$ cat config.mk
export PLATFORM = sky130hd
export DESIGN_NAME = hazard_sched_flat
export DESIGN_NICKNAME = d
export VERILOG_FILES = /design/src/rtl/hazard_sched_if.sv /design/src/rtl/hazard_sched.sv /design/src/flat_wrapper.sv
export SDC_FILE = /design/constraint.sdc
export NUM_CORES = 1
export LEC_CHECK = 0
export CAP_MARGIN = 20
export CORE_MARGIN = 2
export CORE_UTILIZATION = 37
export CTS_CLUSTER_DIAMETER = 100
export DETAILED_ROUTE_END_ITERATION = 8
export GPL_ROUTABILITY_DRIVEN = 0
export PLACE_DENSITY_LB_ADDON = 0.1
export SYNTH_ARGS = -nofsm -noshare
export SYNTH_HDL_FRONTEND = slang
export SYNTH_SLANG_ARGS = --single-unit
export TNS_END_PERCENT = 10
$ cat constraint.sdc
create_clock -name clk -period 4.1 [get_ports clk]
set_clock_uncertainty 0.2 [all_clocks]
set_input_delay 0.82 -clock clk [delete_from_list [all_inputs] [get_ports clk]]
set_output_delay 0.82 -clock clk [all_outputs]
set_load 0.03 [all_outputs]
$ cat src/rtl/hazard_sched_if.sv
// Decode/Execute/Memory hazard inputs and pipeline-register control outputs of the hazard scheduler.
// master = pipeline side driving stage status, slave = scheduler.
interface hazard_sched_if #(
    parameter int REG_W = 5
) ();
    logic             d_valid;
    logic [REG_W-1:0] d_rs;
    logic [REG_W-1:0] d_rt;
    logic             d_use_rs;
    logic             d_use_rt;
    logic             d_is_fpu;
    logic [REG_W-1:0] d_fs;
    logic [REG_W-1:0] d_ft;
    logic             d_use_fs;
    logic             d_use_ft;
    logic             x_valid;
    logic             x_mem_read;
    logic [REG_W-1:0] x_dst;
    logic             x_fpu_start;
    logic [REG_W-1:0] x_fpu_dst;
    logic             m_branch_taken;
    logic             pc_hold;
    logic             fd_hold;
    logic             fd_bubble;
    logic             dx_bubble;
    logic             xm_bubble;
    logic             fpu_busy;
    logic             fpu_done;
    logic [REG_W-1:0] fpu_dst_o;
    logic             fpu_overlap_err;

    modport master (
        output d_valid, d_rs, d_rt, d_use_rs, d_use_rt, d_is_fpu, d_fs, d_ft, d_use_fs, d_use_ft,
        output x_valid, x_mem_read, x_dst, x_fpu_start, x_fpu_dst, m_branch_taken,
        input  pc_hold, fd_hold, fd_bubble, dx_bubble, xm_bubble,
        input  fpu_busy, fpu_done, fpu_dst_o, fpu_overlap_err
    );

    modport slave (
        input  d_valid, d_rs, d_rt, d_use_rs, d_use_rt, d_is_fpu, d_fs, d_ft, d_use_fs, d_use_ft,
        input  x_valid, x_mem_read, x_dst, x_fpu_start, x_fpu_dst, m_branch_taken,
        output pc_hold, fd_hold, fd_bubble, dx_bubble, xm_bubble,
        output fpu_busy, fpu_done, fpu_dst_o, fpu_overlap_err
    );
endinterface

$ cat src/rtl/hazard_sched.sv
// Pipeline hazard scheduler: branch flush, FPU structural/data stall, load-use stall, FPU occupancy FSM.
// Hold/bubble outputs are combinational and act at the next edge; FPU stays busy FPU_LAT cycles after issue.
module hazard_sched #(
    parameter int REG_W   = 5,
    parameter int FPU_LAT = 4,
    parameter int CNT_W   = 3
) (
    input logic         clk,
    input logic         rst,
    hazard_sched_if.slave hs
);
    typedef enum logic {IDLE = 1'b0, BUSY = 1'b1} state_t;

    state_t             state_q, state_d;
    logic [CNT_W-1:0]   cnt_q, cnt_d;
    logic [REG_W-1:0]   busy_dst_q, busy_dst_d;
    logic               overlap_err_q, overlap_err_d;

    logic busy;
    logic fpu_hit;
    logic lu_hit;

    assign busy = (state_q == BUSY);

    always_comb begin
        state_d       = state_q;
        cnt_d         = cnt_q;
        busy_dst_d    = busy_dst_q;
        overlap_err_d = overlap_err_q | (hs.x_fpu_start & busy);
        case (state_q)
            IDLE: begin
                // A start alongside a taken branch is younger than the branch and gets killed.
                if (hs.x_fpu_start && !hs.m_branch_taken) begin
                    state_d    = BUSY;
                    cnt_d      = CNT_W'(FPU_LAT - 1);
                    busy_dst_d = hs.x_fpu_dst;
                end
            end
            BUSY: begin
                if (cnt_q == '0) state_d = IDLE;
                else             cnt_d   = cnt_q - 1'b1;
            end
            default: state_d = IDLE;
        endcase
    end

    always_ff @(posedge clk) begin
        if (!rst) begin
            state_q       <= IDLE;
            cnt_q         <= '0;
            busy_dst_q    <= '0;
            overlap_err_q <= 1'b0;
        end else begin
            state_q       <= state_d;
            cnt_q         <= cnt_d;
            busy_dst_q    <= busy_dst_d;
            overlap_err_q <= overlap_err_d;
        end
    end

    assign fpu_hit = busy & hs.d_valid &
                     (hs.d_is_fpu |
                      (hs.d_use_fs & (hs.d_fs == busy_dst_q)) |
                      (hs.d_use_ft & (hs.d_ft == busy_dst_q)));

    assign lu_hit = hs.x_valid & hs.x_mem_read & (hs.x_dst != '0) & hs.d_valid &
                    ((hs.d_use_rs & (hs.d_rs == hs.x_dst)) |
                     (hs.d_use_rt & (hs.d_rt == hs.x_dst)));

    always_comb begin
        hs.pc_hold   = 1'b0;
        hs.fd_hold   = 1'b0;
        hs.fd_bubble = 1'b0;
        hs.dx_bubble = 1'b0;
        hs.xm_bubble = 1'b0;
        if (!rst || hs.m_branch_taken) begin
            hs.fd_bubble = 1'b1;
            hs.dx_bubble = 1'b1;
            hs.xm_bubble = 1'b1;
        end else if (fpu_hit || lu_hit) begin
            hs.pc_hold   = 1'b1;
            hs.fd_hold   = 1'b1;
            hs.dx_bubble = 1'b1;
        end
    end

    assign hs.fpu_busy        = rst & busy;
    assign hs.fpu_done        = rst & busy & (cnt_q == '0);
    assign hs.fpu_dst_o       = rst ? busy_dst_q : '0;
    assign hs.fpu_overlap_err = overlap_err_q;
endmodule

$ cat src/flat_wrapper.sv
// flat-port wrapper written by rule: the top's interface ports become plain ports
module hazard_sched_flat 
#(
    parameter int REG_W   = 5,
    parameter int FPU_LAT = 4,
    parameter int CNT_W   = 3
)
  (clk, rst, hs_d_valid, hs_d_rs, hs_d_rt, hs_d_use_rs, hs_d_use_rt, hs_d_is_fpu, hs_d_fs, hs_d_ft, hs_d_use_fs, hs_d_use_ft, hs_x_valid, hs_x_mem_read, hs_x_dst, hs_x_fpu_start, hs_x_fpu_dst, hs_m_branch_taken, hs_pc_hold, hs_fd_hold, hs_fd_bubble, hs_dx_bubble, hs_xm_bubble, hs_fpu_busy, hs_fpu_done, hs_fpu_dst_o, hs_fpu_overlap_err);
  hazard_sched_if #(.REG_W(REG_W)) hs_i ();
  input logic clk;
  input logic rst;
  input wire logic [$bits(hs_i.d_valid)-1:0] hs_d_valid;
  input wire logic [$bits(hs_i.d_rs)-1:0] hs_d_rs;
  input wire logic [$bits(hs_i.d_rt)-1:0] hs_d_rt;
  input wire logic [$bits(hs_i.d_use_rs)-1:0] hs_d_use_rs;
  input wire logic [$bits(hs_i.d_use_rt)-1:0] hs_d_use_rt;
  input wire logic [$bits(hs_i.d_is_fpu)-1:0] hs_d_is_fpu;
  input wire logic [$bits(hs_i.d_fs)-1:0] hs_d_fs;
  input wire logic [$bits(hs_i.d_ft)-1:0] hs_d_ft;
  input wire logic [$bits(hs_i.d_use_fs)-1:0] hs_d_use_fs;
  input wire logic [$bits(hs_i.d_use_ft)-1:0] hs_d_use_ft;
  input wire logic [$bits(hs_i.x_valid)-1:0] hs_x_valid;
  input wire logic [$bits(hs_i.x_mem_read)-1:0] hs_x_mem_read;
  input wire logic [$bits(hs_i.x_dst)-1:0] hs_x_dst;
  input wire logic [$bits(hs_i.x_fpu_start)-1:0] hs_x_fpu_start;
  input wire logic [$bits(hs_i.x_fpu_dst)-1:0] hs_x_fpu_dst;
  input wire logic [$bits(hs_i.m_branch_taken)-1:0] hs_m_branch_taken;
  output wire logic [$bits(hs_i.pc_hold)-1:0] hs_pc_hold;
  output wire logic [$bits(hs_i.fd_hold)-1:0] hs_fd_hold;
  output wire logic [$bits(hs_i.fd_bubble)-1:0] hs_fd_bubble;
  output wire logic [$bits(hs_i.dx_bubble)-1:0] hs_dx_bubble;
  output wire logic [$bits(hs_i.xm_bubble)-1:0] hs_xm_bubble;
  output wire logic [$bits(hs_i.fpu_busy)-1:0] hs_fpu_busy;
  output wire logic [$bits(hs_i.fpu_done)-1:0] hs_fpu_done;
  output wire logic [$bits(hs_i.fpu_dst_o)-1:0] hs_fpu_dst_o;
  output wire logic [$bits(hs_i.fpu_overlap_err)-1:0] hs_fpu_overlap_err;
  assign hs_i.d_valid = hs_d_valid;
  assign hs_i.d_rs = hs_d_rs;
  assign hs_i.d_rt = hs_d_rt;
  assign hs_i.d_use_rs = hs_d_use_rs;
  assign hs_i.d_use_rt = hs_d_use_rt;
  assign hs_i.d_is_fpu = hs_d_is_fpu;
  assign hs_i.d_fs = hs_d_fs;
  assign hs_i.d_ft = hs_d_ft;
  assign hs_i.d_use_fs = hs_d_use_fs;
  assign hs_i.d_use_ft = hs_d_use_ft;
  assign hs_i.x_valid = hs_x_valid;
  assign hs_i.x_mem_read = hs_x_mem_read;
  assign hs_i.x_dst = hs_x_dst;
  assign hs_i.x_fpu_start = hs_x_fpu_start;
  assign hs_i.x_fpu_dst = hs_x_fpu_dst;
  assign hs_i.m_branch_taken = hs_m_branch_taken;
  assign hs_pc_hold = hs_i.pc_hold;
  assign hs_fd_hold = hs_i.fd_hold;
  assign hs_fd_bubble = hs_i.fd_bubble;
  assign hs_dx_bubble = hs_i.dx_bubble;
  assign hs_xm_bubble = hs_i.xm_bubble;
  assign hs_fpu_busy = hs_i.fpu_busy;
  assign hs_fpu_done = hs_i.fpu_done;
  assign hs_fpu_dst_o = hs_i.fpu_dst_o;
  assign hs_fpu_overlap_err = hs_i.fpu_overlap_err;
  hazard_sched #(.REG_W(REG_W), .FPU_LAT(FPU_LAT), .CNT_W(CNT_W)) u_core (.clk(clk), .rst(rst), .hs(hs_i));
endmodule
==> results.cfg <==
[power]
switchingPower_uw = 80.7
p_clk_share_pct = 28.8
power.share.sequential_pct = 35.9
pwr-share-comb_pct = 35.3
irDropWorstVdd_mv = 0.317
p_int_uw = 223
power.density_nw_per_um2 = 225
leakagePower_uw = 0.000484
swShare_pct = 26.6

[final_layout]
diodes = 0
syn2layout_area_growth_pct = 74.1
layout_common_cells = clkdlybuf4s50_1 (54), xnor2_1 (19), nor2_1 (12), dfxtp_1 (10), and2_1 (6)
nNetsFinal = 191
fillers = 181
drive_gt1_share_pct = 6.85
layout_commonest_cell = clkdlybuf4s50_1

[grt]
grt.overflow.total = 0
grt_pass1_wl_mm = 3.32
grt_max_degree = 10
grt_pass1_vias = 783
grtUsageTotal_pct = 17.0
antenna_found_initial = 0

[drt]
drt_iter0_markers = 3
vias = 804
via_per_inst = 4.65
wl_mm = 2.03
wl_per_cell_microns = 11.7
ant_nets = 0
first_pass_iters = 4
drc = 0

[timing]
report.final.slew_viol_count = 0
worst_slew_pin_slew_ns = 0.824
rsz0062_at_grt = false
maxSlewHeadroom_pct = 44.8
fin_crit_ns = 3.80
finalSetupTns_ns = 0
setup_viol = 0
hold_violations = 0
period_share_pct = 92.8
max_freq_mhz = 263
final.setup.worst_slack_ns = 0.297

[clock_tree]
cts_made_buffers = 3
cts_tree = built
cts_resized = 0
holdBufCountCts = 0
cts.root.buffer_cell = clkbuf_4
postCtsSetupBuffers = 0
clk_latency_ns = 0.26
clock_path_buffers = 2
clk_pin_slew_ns = 0.06
clock-sinks = 10
htree_levels = 1

[critical_path]
worstPathCellList = clkdlybuf4s50_1, xnor2_1, nand4_1, o22ai_1, a211oi_2, nor2_1, clkdlybuf4s50_1
cp_slowest_stage_delay_ns = 0.69
worstPathMaxFanout = 3
cpMostUsedCell = clkdlybuf4s50_1
cp-start-kind = primary input
required_ns = 3.08
crit_path_end_kind = output port
cp_slowest_cell = clkdlybuf4s50_1
cp.arrival_ns = 2.78
worstSetupPathType = primary input to output port

[placement]
portBuffers = 54
pre_cts_ws_ns = 0.279
hpwl_mm = 1.76

[flow_run]
drv_cap = 0

[min_path]
hp-class = register to register

[logic_synthesis]
synth_cell_types = 25
yosysSeqAreaShare_pct = 25.9
ys_ff_latch = 10
synth_cells = 92
syn_area_sq_um = 773
syn_avg_cell_area_sq_um = 8.40
synth.net_count = 136
yosysWarnings = 0

[run_status]
run_status = complete, no violations

[die]
chipHeight_microns = 49.7
io_pins = 55
start_util_pct = 39.4
core_area_sq_um = 1960
fp.dieW_microns = 49.7
rows = 16
dieArea_sq_um = 2470
worst paths after layout:
check	start	cells after the start	endpoint	slack (ns)
max	hs_x_dst[0]	7	hs_pc_hold	0.30
max reg2reg	u_core.busy$_SDFF_PN0_	3	u_core.busy_dst_q[3]$_SDFFE_PN0P_	2.36
min	u_core.hs.fpu_overlap_err$_SDFF_PN0_	2	u_core.hs.fpu_overlap_err$_SDFF_PN0_	0.28
min reg2reg	u_core.hs.fpu_overlap_err$_SDFF_PN0_	2	u_core.hs.fpu_overlap_err$_SDFF_PN0_	0.28
sequential cells by signal, summed over array words and instances (netlist names):
name,flops
u_core.hs.fpu_overlap_err,1
u_core.cnt_q,3
u_core.busy,1
u_core.busy_dst_q,5
layer usage:
layer  wire (microns)  up-vias  global-route usage (%)
li1                 -      413                       -
met1              777      350                    18.1
met2             1040       41                    32.0
met3              212        0                    8.18
met4                0        0                       0
met5                0        -                       0
Yosys cell counts (all sizes together):
cell     n  area [sq um]
inv      4          15.0
nor3b    1          12.5
o21a     1          7.51
mux2i    5          50.1
nand2b   3          18.8
and2     6          37.5
a211oi   2          20.0
ha       2          25.0
nand4    5          31.3
xnor2   19           166
xor2     2          17.5
o22ai    1          6.26
o21ai    1          5.00
a21oi    3          15.0
nor2    12          45.0
dfxtp   10           200
nor3     4          30.0
buf      4          37.5
nand2    4          17.5
nand3    3          15.0
final cells by class:
class	count	area (sq um)	share of cell area, %
clock buffer	4	36.3	2.70
sequential	10	200	14.9
multi-input combinational	74	520	38.7
timing repair buffer	54	541	40.1
tap	27	33.8	2.51
inverter	4	15.0	1.12
critical path: cells and delay by family:
family / cells / cell delay [ns]
xor+xnor: 1 / 0.15
simple gates: 2 / 0.25
buf+inv: 2 / 1.23
compound gates: 2 / 0.34
power by group through the flow:
| stage | registers, uW | clock network (uW) | logic, uW |
|---|---|---|---|
| 2_1_floorplan | 111 | 0 | 51.8 |
| 3_3_place_gp | 111 | 0 | 106 |
| 3_5_place_dp | 111 | 0 | 108 |
| 4_1_cts | 109 | 91.6 | 108 |
| 5_1_grt | 110 | 96.6 | 117 |
| 6_report | 109 | 87.4 | 107 |
stage by stage:
step / instance area (sq um) / power (uW) / util, % / hold WS [ns] / cells
floorplan: 773 / 162 / - / 0.260 / 92
global placement: 1310 / 217 / 66.8 / 0.254 / 169
detailed placement: 1310 / 219 / 66.8 / 0.271 / 169
CTS: 1350 / 309 / 68.6 / 0.289 / 173
global route: 1350 / 323 / 68.6 / 0.312 / 173
finish: 1350 / 303 / 68.6 / 0.279 / 173
cells by family (layout without fill, tap and decap cells):
group / after synthesis / after routing / share of synthesized area [%]
simple gates: 38 / 38 / 26.9
xor+xnor: 21 / 21 / 23.8
flops: 10 / 10 / 25.9
compound gates: 8 / 8 / 6.96
buf+inv: 8 / 62 / 6.79
mux: 5 / 5 / 6.47
fa+ha+maj: 2 / 2 / 3.24
No activity file was read; power rests on OpenSTA's default activity.
